## config.mk

```make
export PLATFORM = sky130hd
export DESIGN_NAME = seven_seg_scanner
export DESIGN_NICKNAME = d
export VERILOG_FILES = /design/src/rtl/seven_seg_pkg.sv /design/src/rtl/seven_seg_refresh_timer.sv /design/src/rtl/seven_seg_scanner.sv
export SDC_FILE = /design/constraint.sdc
export NUM_CORES = 1
export LEC_CHECK = 0
export CAP_MARGIN = 20
export CORE_UTILIZATION = 25
export DETAILED_ROUTE_END_ITERATION = 6
export GPL_TIMING_DRIVEN = 0
export PLACE_DENSITY = 0.43
export SYNTH_ARGS = -nofsm -noshare
export SYNTH_HDL_FRONTEND = slang
export SYNTH_HIERARCHICAL = 1
export SYNTH_SLANG_ARGS = --single-unit
```

## constraint.sdc

```tcl
create_clock -name clk -period 2.4 [get_ports clk]
set_input_delay 0.48 -clock clk [delete_from_list [all_inputs] [get_ports clk]]
set_output_delay 0.48 -clock clk [all_outputs]
set_load 0.005 [all_outputs]
```

## src/rtl/seven_seg_pkg.sv

```systemverilog
// rtl/seven_seg_pkg.sv - shared constants and blanking helper for seven-segment digit scanners
package seven_seg_pkg;

  localparam int DIGIT_W    = 4;
  localparam int MIN_DIGITS = 2;
  localparam int MAX_DIGITS = 8;
  localparam int VALUE_MAX_W = DIGIT_W * MAX_DIGITS;

  // Bit i set means digit i is a leading zero and should be dark.
  // Digit 0 is never blanked so an all-zero value still shows a single "0".
  function automatic logic [MAX_DIGITS-1:0] lz_blank_mask(
    input logic [VALUE_MAX_W-1:0] value,
    input int                     num_digits
  );
    logic [MAX_DIGITS-1:0] mask;
    logic                  all_zero;
    mask     = '0;
    all_zero = 1'b1;
    for (int i = MAX_DIGITS - 1; i >= 1; i--) begin
      if (i < num_digits) begin
        all_zero = all_zero & (value[i*DIGIT_W +: DIGIT_W] == '0);
        mask[i]  = all_zero;
      end
    end
    return mask;
  endfunction

endpackage

```

## src/rtl/seven_seg_refresh_timer.sv

```systemverilog
// rtl/seven_seg_refresh_timer.sv - digit slot prescaler with slot tick and dead-time flag
module seven_seg_refresh_timer #(
  parameter int REFRESH_DIV = 50000,
  parameter int DEAD_CYCLES = 500
) (
  input  logic clk,
  input  logic rst,
  output logic tick,
  output logic dead
);

  localparam int CNT_W = $clog2(REFRESH_DIV);
  localparam logic [CNT_W-1:0] LAST_COUNT = CNT_W'(REFRESH_DIV - 1);

  logic [CNT_W-1:0] count;

  // Free-running slot counter, 0..REFRESH_DIV-1.
  always_ff @(posedge clk) begin
    if (rst) begin
      count <= '0;
    end else if (count == LAST_COUNT) begin
      count <= '0;
    end else begin
      count <= count + 1'b1;
    end
  end

  assign tick = (count == LAST_COUNT);

  // Dead time covers the first DEAD_CYCLES counts of every slot.
  if (DEAD_CYCLES == 0) begin : g_no_dead
    assign dead = 1'b0;
  end else begin : g_dead
    localparam logic [CNT_W-1:0] DEAD_LIMIT = CNT_W'(DEAD_CYCLES);
    assign dead = (count < DEAD_LIMIT);
  end

endmodule

```

## src/rtl/seven_seg_scanner.sv

```systemverilog
// rtl/seven_seg_scanner.sv - multiplexed digit scanner with frame-synchronous value updates
module seven_seg_scanner
  import seven_seg_pkg::*;
#(
  parameter int NUM_DIGITS  = 4,
  parameter int REFRESH_DIV = 50000,
  parameter int DEAD_CYCLES = 500,
  parameter int BLANK_LZ    = 1
) (
  input  logic                          clk,
  input  logic                          rst,
  input  logic [DIGIT_W*NUM_DIGITS-1:0] value_in,
  input  logic                          load,
  output logic [DIGIT_W-1:0]            nibble_out,
  output logic [NUM_DIGITS-1:0]         digit_en_n,
  output logic                          frame_done,
  output logic                          pending
);

  localparam int VALUE_W = DIGIT_W * NUM_DIGITS;
  localparam int IDX_W   = $clog2(NUM_DIGITS);
  localparam logic [IDX_W-1:0] LAST_IDX = IDX_W'(NUM_DIGITS - 1);

  logic                  tick;
  logic                  dead;
  logic [IDX_W-1:0]      index;
  logic                  frame_boundary;
  logic [VALUE_W-1:0]    display;
  logic [VALUE_W-1:0]    pend_value;
  logic [NUM_DIGITS-1:0] blank_mask;
  logic [DIGIT_W-1:0]    nibble_next;
  logic [NUM_DIGITS-1:0] en_n_next;

  seven_seg_refresh_timer #(
    .REFRESH_DIV (REFRESH_DIV),
    .DEAD_CYCLES (DEAD_CYCLES)
  ) u_timer (
    .clk  (clk),
    .rst  (rst),
    .tick (tick),
    .dead (dead)
  );

  assign frame_boundary = tick && (index == LAST_IDX);

  // Digit index advances once per slot and wraps after the last digit.
  always_ff @(posedge clk) begin
    if (rst) begin
      index <= '0;
    end else if (tick) begin
      index <= (index == LAST_IDX) ? '0 : index + 1'b1;
    end
  end

  // Loads are parked until the frame boundary so a frame never mixes old and new digits.
  always_ff @(posedge clk) begin
    if (rst) begin
      display    <= '0;
      pend_value <= '0;
      pending    <= 1'b0;
    end else if (load && frame_boundary) begin
      display <= value_in;
      pending <= 1'b0;
    end else if (load) begin
      pend_value <= value_in;
      pending    <= 1'b1;
    end else if (frame_boundary && pending) begin
      display <= pend_value;
      pending <= 1'b0;
    end
  end

  if (BLANK_LZ != 0) begin : g_blank
    logic [VALUE_MAX_W-1:0] display_wide;
    logic [MAX_DIGITS-1:0]  mask_full;
    assign display_wide = VALUE_MAX_W'(display);
    assign mask_full    = lz_blank_mask(display_wide, NUM_DIGITS);
    assign blank_mask   = mask_full[NUM_DIGITS-1:0];
  end else begin : g_no_blank
    assign blank_mask = '0;
  end

  // Next-cycle nibble and enables from the current index, dead time and blanking.
  always_comb begin
    en_n_next   = '1;
    nibble_next = display[index*DIGIT_W +: DIGIT_W];
    if (!dead && !blank_mask[index]) begin
      en_n_next[index] = 1'b0;
    end
  end

  // Output registers give the decoder and digit drivers glitch-free signals.
  always_ff @(posedge clk) begin
    if (rst) begin
      nibble_out <= '0;
      digit_en_n <= '1;
      frame_done <= 1'b0;
    end else begin
      nibble_out <= nibble_next;
      digit_en_n <= en_n_next;
      frame_done <= frame_boundary;
    end
  end

endmodule

```

==> out/metrics.yaml <==
worst_setup_path:
  critPathCapture: "display[0]"
  cp-end-kind: "flip-flop"
  timing.rr.end: "display[0]"
  r2r_slack_ps: 150
  crit_start: "u_timer/count[13]"
  cp_max_fo: 10
  worst_setup_path_start_kind: "flip-flop"
  path_class: "flip-flop to flip-flop"
  worstReg2RegStart: "u_timer/count[13]"
  worstPathRequired_ps: 2650
  critical_path_arrival_ps: 2490
  reg2regPathDepth: 7
detailed_routing:
  vias: 2048
  drc: 0
  drt_iter0_drc: 53
  routed_wl_mm: 6.10
  dr.pass1.iters: 4
  post_drt_wl_per_cell_um: 13.3
  vias_per_cell: 4.47
  antenna_left: 0
grt:
  antenna_found_initial: 0
  gr-total-overflow: 0
  grt_util_met2_pct: 19.8
  grt_pass1_vias: 2088
  track_usage_pct: 12.1
  use_met1_pct: 14.7
  busiest_layer: "met2"
  use_met3_pct: 4.01
  grt_pass1_wl_mm: 10.3
  grt_max_degree: 11
sta:
  hold_violations: 0
  timing.final.crit_share_pct: 93.6
  slew_headroom_pct: 62.3
  worst_pin_slew_ps: 564
  min_period_ps: 2250
  setup_viol: 0
  clock_skew_ps: 7.17
  rsz0062_at_grt: "false"
  slew_viol_final: 0
  fmax_mhz: 445
floorplanning:
  core_sq_um: 9910
  die_area_sq_um: 10800
  placementRows: 36
  boundaryPins: 29
  fp.dieW_um: 104
  die_h_um: 104
  initial_utilization_pct: 26.3
power_and_ir_drop:
  seqPwrFrac_pct: 47.6
  swShare_pct: 21.9
  finalPower_w: 0.00216
  internal_power_w: 0.00169
  static-leakage-power_nw: 1.17
  ir_worst_vdd_mv: 0.262
  p_clk_share_pct: 46.3
  power_density_nw_per_um2: 663
  switching_power_w: 0.000473
  p_comb_share_pct: 6.1
placed_design:
  io_buffer_count: 28
  dp.final_hpwl_mm: 4.38
  place.gp.congestion: 0.722
  dp_cells: 444
cells_and_area:
  fin_nets: 344
  finalNonFillerCells: 458
  areaGrowthSynthToFinish_pct: 25.3
  antenna_cells: 0
  final_layout_size_suffix_gt1_share_pct: 12.6
flow_run:
  drv_cap: 0
synth:
  synth_area_sq_um: 2600
  ys.flop_type: "dfxtp_1"
  synth-edff-count: 0
  synth_area_per_cell_sq_um: 9.20
  ys_warn_count: 6
  syn-num-nets: 307
  yosysSeqAreaShare_pct: 46.2
  synth-seq-cells: 60
  syn_inst: 283
  ys_types: 44
  synth-async-reset-ratio_pct: 0
clock_tree:
  clkLatencyLatePin_ps: 330
  clock_sinks: 60
  cts_setup_buffers: 0
  path_clk_slew_ps: 70
  holdBufCountCts: 0
  clock_path_buffers: 2
  cts_tree: "done"
  cts_buffers: 9
  cts_root_buffer: "clkbuf_8"
  h-tree-depth: 3
run_status:
  outcome: "finished clean"
min_path:
  min-delay-path-class: "flip-flop to flip-flop"
-- stage by stage --
step / setup TNS, ps / hold slack, ps / setup WS, ps / cell area (sq um) / utilization, %
floorplan: 0 / 426 / 394 / 2600 / -
global placement: -264 / 439 / -30.0 / 3050 / 30.8
detailed placement: -130 / 442 / -22.4 / 3050 / 30.8
CTS: 0 / 454 / 37.4 / 3260 / 32.9
global route: 0 / 466 / 11.4 / 3260 / 32.9
finish: 0 / 450 / 153 / 3260 / 32.9
-- cell type report --
type | count | area (sq um)
fill | 1097 | 6650
multi-input combinational | 197 | 1260
sequential | 60 | 1200
timing repair buffer | 28 | 280
tap | 133 | 166
clock buffer | 11 | 141
buffer | 20 | 119
clock inverter | 5 | 75.1
inverter | 4 | 15.0
-- cell families after synthesis --
family	after synthesis	synth area share (%)
adders and majority gates	5	2.40
and+or+nand+nor	112	22.0
AOI/OAI and AO/OA	61	15.0
buffers and inverters	26	5.34
xor gates and xnor gates	13	4.38
muxes	6	4.81
DFF	60	46.2
-- placed cells by master (no fill, tap or decap), types with 2 or more instances in the layout --
master           synthesis  routed
a211oi_1                16      16
a21oi_1                 17      17
and2_1                   3       3
and3_1                   3       2
and4_1                   3       3
buf_2                    9       8
buf_6                    2       2
bufinv_16                0       2
clkbuf_1                 9       8
clkbuf_8                 0      10
clkdlybuf4s50_1          0      28
clkinv_2                 0       3
dfxtp_1                 60      60
ha_1                     5       5
inv_1                    3       3
mux2i_1                  2       2
mux4_1                   4       4
nand2_1                 35      35
nand3_1                  4       4
nand4_1                  6       6
nor2_1                  35      35
nor2b_1                  5       5
nor3_1                   2       2
nor4_1                   3       3
o21ai_0                  6       6
o21ai_1                  4       4
o22ai_1                 11      11
or3b_2                   5       5
xnor2_1                  2       2
xor2_1                  11      11
-- power by group through the flow --
| stage | registers [W] | clock network [W] | logic (W) |
|---|---|---|---|
| CTS | 0.00103 | 0.00105 | 0.000135 |
| global placement | 0.00105 | 0 | 0.000135 |
| detailed placement | 0.00105 | 0 | 0.000135 |
| floorplan | 0.00105 | 0 | 0.0000738 |
| global route | 0.00103 | 0.00109 | 0.000148 |
| finish | 0.00103 | 0.00100 | 0.000131 |
-- flip-flops by register name (all words and copies together) (netlist names) --
| name | flops |
|---|---|
| display | 16 |
| pend_value | 16 |
| u_timer/count | 16 |
| digit_en_n | 4 |
| nibble_out | 4 |
| index | 2 |
| frame_done | 1 |
| pending | 1 |
-- critical path, cell delays in order (launching register included) --
cell and delay, ps:
dfxtp_1 340, or4_4 570, nor4b_4 260, clkbuf_4 240
o211a_2 280, buf_4 200, nor2_1 60, a211oi_1 200
-- timing repair --
action / in CTS / in global routing
resized for setup: 0 / 2
pin swaps: 0 / 0
setup endpoints to repair: 12 / 21
cloned: 0 / 0
endpoints found under the hold margin: 0 / 0
-- synth_stat cells (3+ instances only) --
cell type | n | area share [%]
a21oi_1 | 17 | 3.3
buf_2 | 9 | 1.7
nor2b_1 | 5 | 1.2
nor2_1 | 35 | 5.0
clkbuf_1 | 9 | 1.3
ha_1 | 5 | 2.4
or3b_2 | 5 | 1.7
nand4_1 | 6 | 1.4
o22ai_1 | 11 | 2.6
o21ai_1 | 4 | 0.77
inv_1 | 3 | 0.43
and2_1 | 3 | 0.72
nand3_1 | 4 | 0.77
and3_1 | 3 | 0.72
nor4_1 | 3 | 0.72
and4_1 | 3 | 1.0
o21ai_0 | 6 | 1.2
a211oi_1 | 16 | 4.6
mux4_1 | 4 | 4.0
dfxtp_1 | 60 | 46
nand2_1 | 35 | 5.0
xor2_1 | 11 | 3.7
-- worst min-delay path by stage --
stage,from,to,cells after the start,slack [ps]
finish,pend_value[1],pend_value[1],2,450
global placement,pend_value[0],pend_value[0],2,440
CTS,pend_value[1],pend_value[1],2,450
global route,pend_value[2],pend_value[2],2,470
floorplan,u_timer/count[0],u_timer/count[0],1,430
detailed placement,pend_value[1],pend_value[1],2,440
-- per-layer routing --
metal / wire, um / vias up
met4: 104 / 0
met1: 2940 / 940
li1: - / 1069
met3: 197 / 8
met2: 2860 / 31
met5: 0 / -
Note: power is estimated with default switching activity, not from simulation.
